===== src/rtl/shift_pkg.sv =====
// Shared definitions for the shift/rotate engine: op encoding, FSM states,
// amount width and a helper that folds reserved op codes onto LSL.
package shift_pkg;

  localparam int AMT_W = 8;

  typedef enum logic [2:0] {
    OP_LSL = 3'd0,
    OP_LSR = 3'd1,
    OP_ASR = 3'd2,
    OP_ROR = 3'd3,
    OP_RRX = 3'd4
  } op_e;

  typedef enum logic [1:0] {
    ST_IDLE,
    ST_SHIFT,
    ST_DONE
  } state_e;

  // Codes 5..7 have no operation of their own and behave as LSL.
  function automatic op_e decode_op(input logic [2:0] raw);
    case (raw)
      3'd1:    decode_op = OP_LSR;
      3'd2:    decode_op = OP_ASR;
      3'd3:    decode_op = OP_ROR;
      3'd4:    decode_op = OP_RRX;
      default: decode_op = OP_LSL;
    endcase
  endfunction

endpackage


===== src/rtl/shift_step.sv =====
// One combinational shift/rotate step of 0..STEP positions. A zero shift
// passes the incoming carry through untouched.
module shift_step
  import shift_pkg::*;
#(
  parameter int BUS  = 32,
  parameter int STEP = 8,
  localparam int SW  = $clog2(STEP + 1)
) (
  input  logic [BUS-1:0] data,
  input  op_e            op,
  input  logic [SW-1:0]  shamt,
  input  logic           carry_in,
  output logic [BUS-1:0] data_out,
  output logic           carry_out
);

  logic [BUS:0] ext;

  // Extend by one guard bit so the last bit shifted out lands in a known place.
  always_comb begin
    ext       = '0;
    data_out  = data;
    carry_out = carry_in;
    case (op)
      OP_LSR: begin
        ext      = {data, 1'b0} >> shamt;
        data_out = ext[BUS:1];
        if (shamt != '0) carry_out = ext[0];
      end
      OP_ASR: begin
        ext      = $signed({data, 1'b0}) >>> shamt;
        data_out = ext[BUS:1];
        if (shamt != '0) carry_out = ext[0];
      end
      OP_ROR: begin
        data_out = (data >> shamt) | (data << (BUS - int'(shamt)));
        if (shamt != '0) carry_out = data_out[BUS-1];
      end
      OP_RRX: begin
        data_out = data;
      end
      default: begin
        ext      = {1'b0, data} << shamt;
        data_out = ext[BUS-1:0];
        if (shamt != '0) carry_out = ext[BUS];
      end
    endcase
  end

endmodule


===== src/rtl/shift_rotate_engine.sv =====
// Multi-cycle barrel shifter: accepts one request, shifts at most STEP bits
// per clock, then holds the result until the consumer takes it.
module shift_rotate_engine
  import shift_pkg::*;
#(
  parameter int BUS  = 32,
  parameter int STEP = 8
) (
  input  logic             clk,
  input  logic             rst_n,
  input  logic             in_valid,
  output logic             in_ready,
  input  logic [BUS-1:0]   a,
  input  logic [AMT_W-1:0] amt,
  input  logic [2:0]       op,
  input  logic             carry_in,
  output logic             out_valid,
  input  logic             out_ready,
  output logic [BUS-1:0]   result,
  output logic             carry_out
);

  localparam int CNT_W = $clog2(BUS + 1);
  localparam int SW    = $clog2(STEP + 1);

  state_e           state;
  op_e              op_r;
  logic [BUS-1:0]   data_r;
  logic             carry_r;
  logic [CNT_W-1:0] remaining;

  op_e              op_dec;
  logic [CNT_W-1:0] acc_rem;
  logic [BUS-1:0]   acc_data;
  logic             acc_carry;

  logic [SW-1:0]    step_amt;
  logic [BUS-1:0]   step_data;
  logic             step_carry;

  // Resolve the effective amount and settle the zero-cycle special cases at accept time.
  always_comb begin
    op_dec    = decode_op(op);
    acc_rem   = '0;
    acc_data  = a;
    acc_carry = carry_in;
    case (op_dec)
      OP_RRX: begin
        acc_data  = {carry_in, a[BUS-1:1]};
        acc_carry = a[0];
      end
      OP_ASR: begin
        acc_rem = (int'(amt) >= BUS) ? CNT_W'(BUS) : CNT_W'(amt);
      end
      OP_ROR: begin
        acc_rem = CNT_W'(int'(amt) % BUS);
        if (amt != '0 && acc_rem == '0) acc_carry = a[BUS-1];
      end
      default: begin
        if (int'(amt) > BUS) begin
          acc_data  = '0;
          acc_carry = 1'b0;
        end else begin
          acc_rem = CNT_W'(amt);
        end
      end
    endcase
  end

  // Each shift cycle consumes up to STEP positions of the remaining amount.
  always_comb begin
    step_amt = (remaining > CNT_W'(STEP)) ? SW'(STEP) : SW'(remaining);
  end

  shift_step #(
    .BUS  (BUS),
    .STEP (STEP)
  ) u_step (
    .data      (data_r),
    .op        (op_r),
    .shamt     (step_amt),
    .carry_in  (carry_r),
    .data_out  (step_data),
    .carry_out (step_carry)
  );

  // Request/shift/hold sequencing; reset drops any request in flight.
  always_ff @(posedge clk or negedge rst_n) begin
    if (!rst_n) begin
      state     <= ST_IDLE;
      op_r      <= OP_LSL;
      data_r    <= '0;
      carry_r   <= 1'b0;
      remaining <= '0;
    end else begin
      case (state)
        ST_IDLE: begin
          if (in_valid) begin
            op_r      <= op_dec;
            data_r    <= acc_data;
            carry_r   <= acc_carry;
            remaining <= acc_rem;
            state     <= (acc_rem != '0) ? ST_SHIFT : ST_DONE;
          end
        end
        ST_SHIFT: begin
          data_r    <= step_data;
          carry_r   <= step_carry;
          remaining <= remaining - CNT_W'(step_amt);
          if (remaining <= CNT_W'(step_amt)) state <= ST_DONE;
        end
        ST_DONE: begin
          if (out_ready) state <= ST_IDLE;
        end
        default: state <= ST_IDLE;
      endcase
    end
  end

  assign in_ready  = (state == ST_IDLE);
  assign out_valid = (state == ST_DONE);
  assign result    = data_r;
  assign carry_out = carry_r;

endmodule

===== config.mk =====
export PLATFORM = sky130hd
export DESIGN_NAME = shift_rotate_engine
export DESIGN_NICKNAME = d
export VERILOG_FILES = /design/src/rtl/shift_pkg.sv /design/src/rtl/shift_step.sv /design/src/rtl/shift_rotate_engine.sv
export SDC_FILE = /design/constraint.sdc
export NUM_CORES = 1
export LEC_CHECK = 0
export CAP_MARGIN = 0
export CORE_AREA = 4 4 179 94
export CTS_CLUSTER_DIAMETER = 60
export DETAILED_ROUTE_END_ITERATION = 6
export DIE_AREA = 0 0 183 98
export PLACE_DENSITY = 0.64
export SETUP_SLACK_MARGIN = 0.15
export SLEW_MARGIN = 20
export SYNTH_ARGS = -nofsm -noshare
export SYNTH_HDL_FRONTEND = slang
export SYNTH_SLANG_ARGS = --single-unit

===== constraint.sdc =====
create_clock -name clk -period 5.6 [get_ports clk]
set_input_delay 0.56 -clock clk [delete_from_list [all_inputs] [get_ports clk]]
set_output_delay 0.56 -clock clk [all_outputs]
set_load 0.05 [all_outputs]

==> results.md <==
- Status: finished with violations
- Failing checks: DRC
- Post-DP HPWL: 25,700 um
- Drt total wl: 36,700 um
- Buffers plus inverters on the worst setup path: 1
- Tot GR Track Use: 0.394
- Async set-reset flop share out of synthesis: 1.00
- Period utilization: 0.710
- Pin count of the biggest net entering global routing: 52
- DRC: 7
- Initial antenna violation count: 0
- ANT cells: 0
- Largest delay share family, worst path: compound AO/OA/AOI/OAI gates
- Clk pin slew, worst setup/hold paths: 0.07 ns
- Max Fclk: 251 MHz
- CP max stage delay: 0.99 ns
- Vias: 8,555
- First-pass GRT wire length: 53,600 um
- Arr. time, crit path: 4.20 ns
- Fraction of layout cells with a size suffix above 1: 0.0928
- Fillers: 1,532
- Post-synth EDFFs: 0
- Worst EP required: 5.83 ns
- Num CTS Buffers: 5
- DR pass1 iterations: 7
- Crit. End Element: register
- CP Class: reg2reg
- Critical path's slowest cell: o41ai_1
- Synthesized area per cell: 7.33 um2
- Count of maximum capacitance violations: 0
- Setup slack after layout: 1.62 ns
- Vias in the first global route: 7,854
- H-tree depth: 2
- Worst-Margin Slew: 1.13 ns
- Post-CTS sizing: 0
- Via density: 7.64
- Top Ports: 83
- Crit-path cells: nor4b_4 > inv_2 > ha_1 > mux4_2 > nor2_1 > o41ai_1 > o2111ai_1 > o211ai_1
- Number of synthesized register bits: 44
- Die height: 98 um
- PortBufs: 82
- CTS Sinks: 44
- Setup Viol. Count Final: 0
- Clk_lat worst skew: 0.31 ns
- Sum Neg Setup Slack: 0 ns
- Slew headroom: 0.234
- Slew Viols, Final: 0
- Min Tclk post-route: 3.98 ns
- Chip Width: 183 um
- Full die area: 17,900 um2
- Critical Path Source Type: register
- Hold Crit Class: in2async
- Pre-CTS setup slack: 1.89 ns
- Nets: 965
- Core ar.: 15,200 um2
- Mapped cell area: 6740 um2
- Mapped Cells: 919
- Post-CTS setup buffer count: 0
- CTS tree: yes
- Worst Skew: 0.0135 ns
- Worst-case clock buffer depth: 2
- 1st-iter DRT viols: 1,519
- Post-CTS Hold Buffers: 0
- # rows: 32
- Syn-to-layout area delta: 14.3%
- RePlAce Congestion: 1.02
- Most frequent cells in the layout: nand2_1, clkdlybuf4s50_1, a21oi_1
- Multi-input gate area: 5130 um2
- Synth Net Count: 969
- Initial core utilization: 0.443
- Grt total ovfl: 0
- Main synth FF type: dfrtp_1
- Netlist cell types: 75
- Antenna-violating nets left: 0
- Ys Warns: 0
- WL/cell: 32.7 um
- FF/Latch Area: 1100 um2
- Seq/Total Area, Yosys: 0.163
- Final hold vios: 0
- RSZ-0062 raised after global routing: no
- Crit path max fanout: 28
- Commonest non-fill, non-tap cell in the layout: nand2_1
- CTS root buf: clkbuf_16
==> layout make-up <==
cell class / instances / area share
clock buffers: 6 / 0.0180
clock inverters: 2 / 0.00195
inverters: 11 / 0.00569
multi-input cells: 744 / 0.666
flip-flops and latches: 44 / 0.143
well taps: 204 / 0.0332
repair buffers: 109 / 0.132
==> cell usage after synthesis, drive strengths merged (8+ instances only) <==
| cell | count | area [um2] |
|---|---|---|
| nand2 | 109 | 409 |
| clkbuf | 85 | 319 |
| a21oi | 80 | 400 |
| mux2i | 77 | 771 |
| nor2 | 70 | 270 |
| o21ai | 54 | 270 |
| dfrtp | 44 | 1100 |
| buf | 35 | 191 |
| a221oi | 31 | 272 |
| nand3 | 31 | 155 |
| a211oi | 24 | 180 |
| a31oi | 17 | 106 |
| nor3 | 17 | 90.1 |
| a221o | 16 | 160 |
| a22oi | 14 | 105 |
| mux4 | 14 | 315 |
| o22ai | 12 | 75.1 |
| o211ai | 11 | 82.6 |
| inv | 10 | 40.0 |
| and2 | 9 | 56.3 |
| nor2b | 9 | 56.3 |
| a22o | 8 | 70.1 |
| a311oi | 8 | 70.1 |
| mux2 | 8 | 90.1 |
| o2111ai | 8 | 70.1 |
==> metrics by stage <==
step / instance area [um2] / util / hold WS, ns / instances
after floorplan: 6740 / - / 0.264 / 919
after global placement: 7540 / 0.496 / 0.378 / 1112
after detailed placement: 7540 / 0.496 / 0.380 / 1112
after CTS: 7700 / 0.506 / 0.0602 / 1120
after global routing: 7700 / 0.506 / 0.0619 / 1120
final: 7700 / 0.506 / 0.0543 / 1120
==> worst paths after layout <==
kind                                           from                     end  slack (ns)  depth (start not counted)
max in group asynchronous                     rst_n  result[30]$_DFFE_PN0P_        4.70                          2
setup reg to reg           remaining[3]$_DFFE_PN0P_   carry_out$_DFFE_PN0P_        1.62                          8
setup / recovery           remaining[3]$_DFFE_PN0P_   carry_out$_DFFE_PN0P_        1.62                          8
hold / removal                                rst_n    state[1]$_DFFE_PN0P_        0.05                          1
hold reg to reg               carry_out$_DFFE_PN0P_   carry_out$_DFFE_PN0P_        0.58                          2
min in group clk              carry_out$_DFFE_PN0P_   carry_out$_DFFE_PN0P_        0.58                          2
==> flip-flops by register name, summed over array words and instances (netlist names) <==
name,flops
carry_out,1
op_r,3
result,32
state,2
remaining,6
==> cell families (layout without fill, tap and decap cells) <==
group	after synthesis	in the layout	synth area share
XOR/XNOR	2	2	0.00260
AO/OA/AOI/OAI	357	357	0.374
multiplexers	99	99	0.175
flip-flops	44	44	0.163
buffers and inverters	131	128	0.0823
adder cells (fa/ha/maj)	2	2	0.00371
AND/OR/NAND/NOR	283	283	0.199
other	1	1	0.000557
==> routing by layer <==
layer	up-vias	GRT usage	part of all wire
li1	3530	-	-
met1	4062	0.558	0.40
met2	840	0.492	0.36
met3	123	0.256	0.20
met4	0	0.0807	0.030
met5	-	0	0
Power is left out: the tool's default activity adds up to more than one toggle a clock period on the data nets, which glitch-free logic cannot reach.
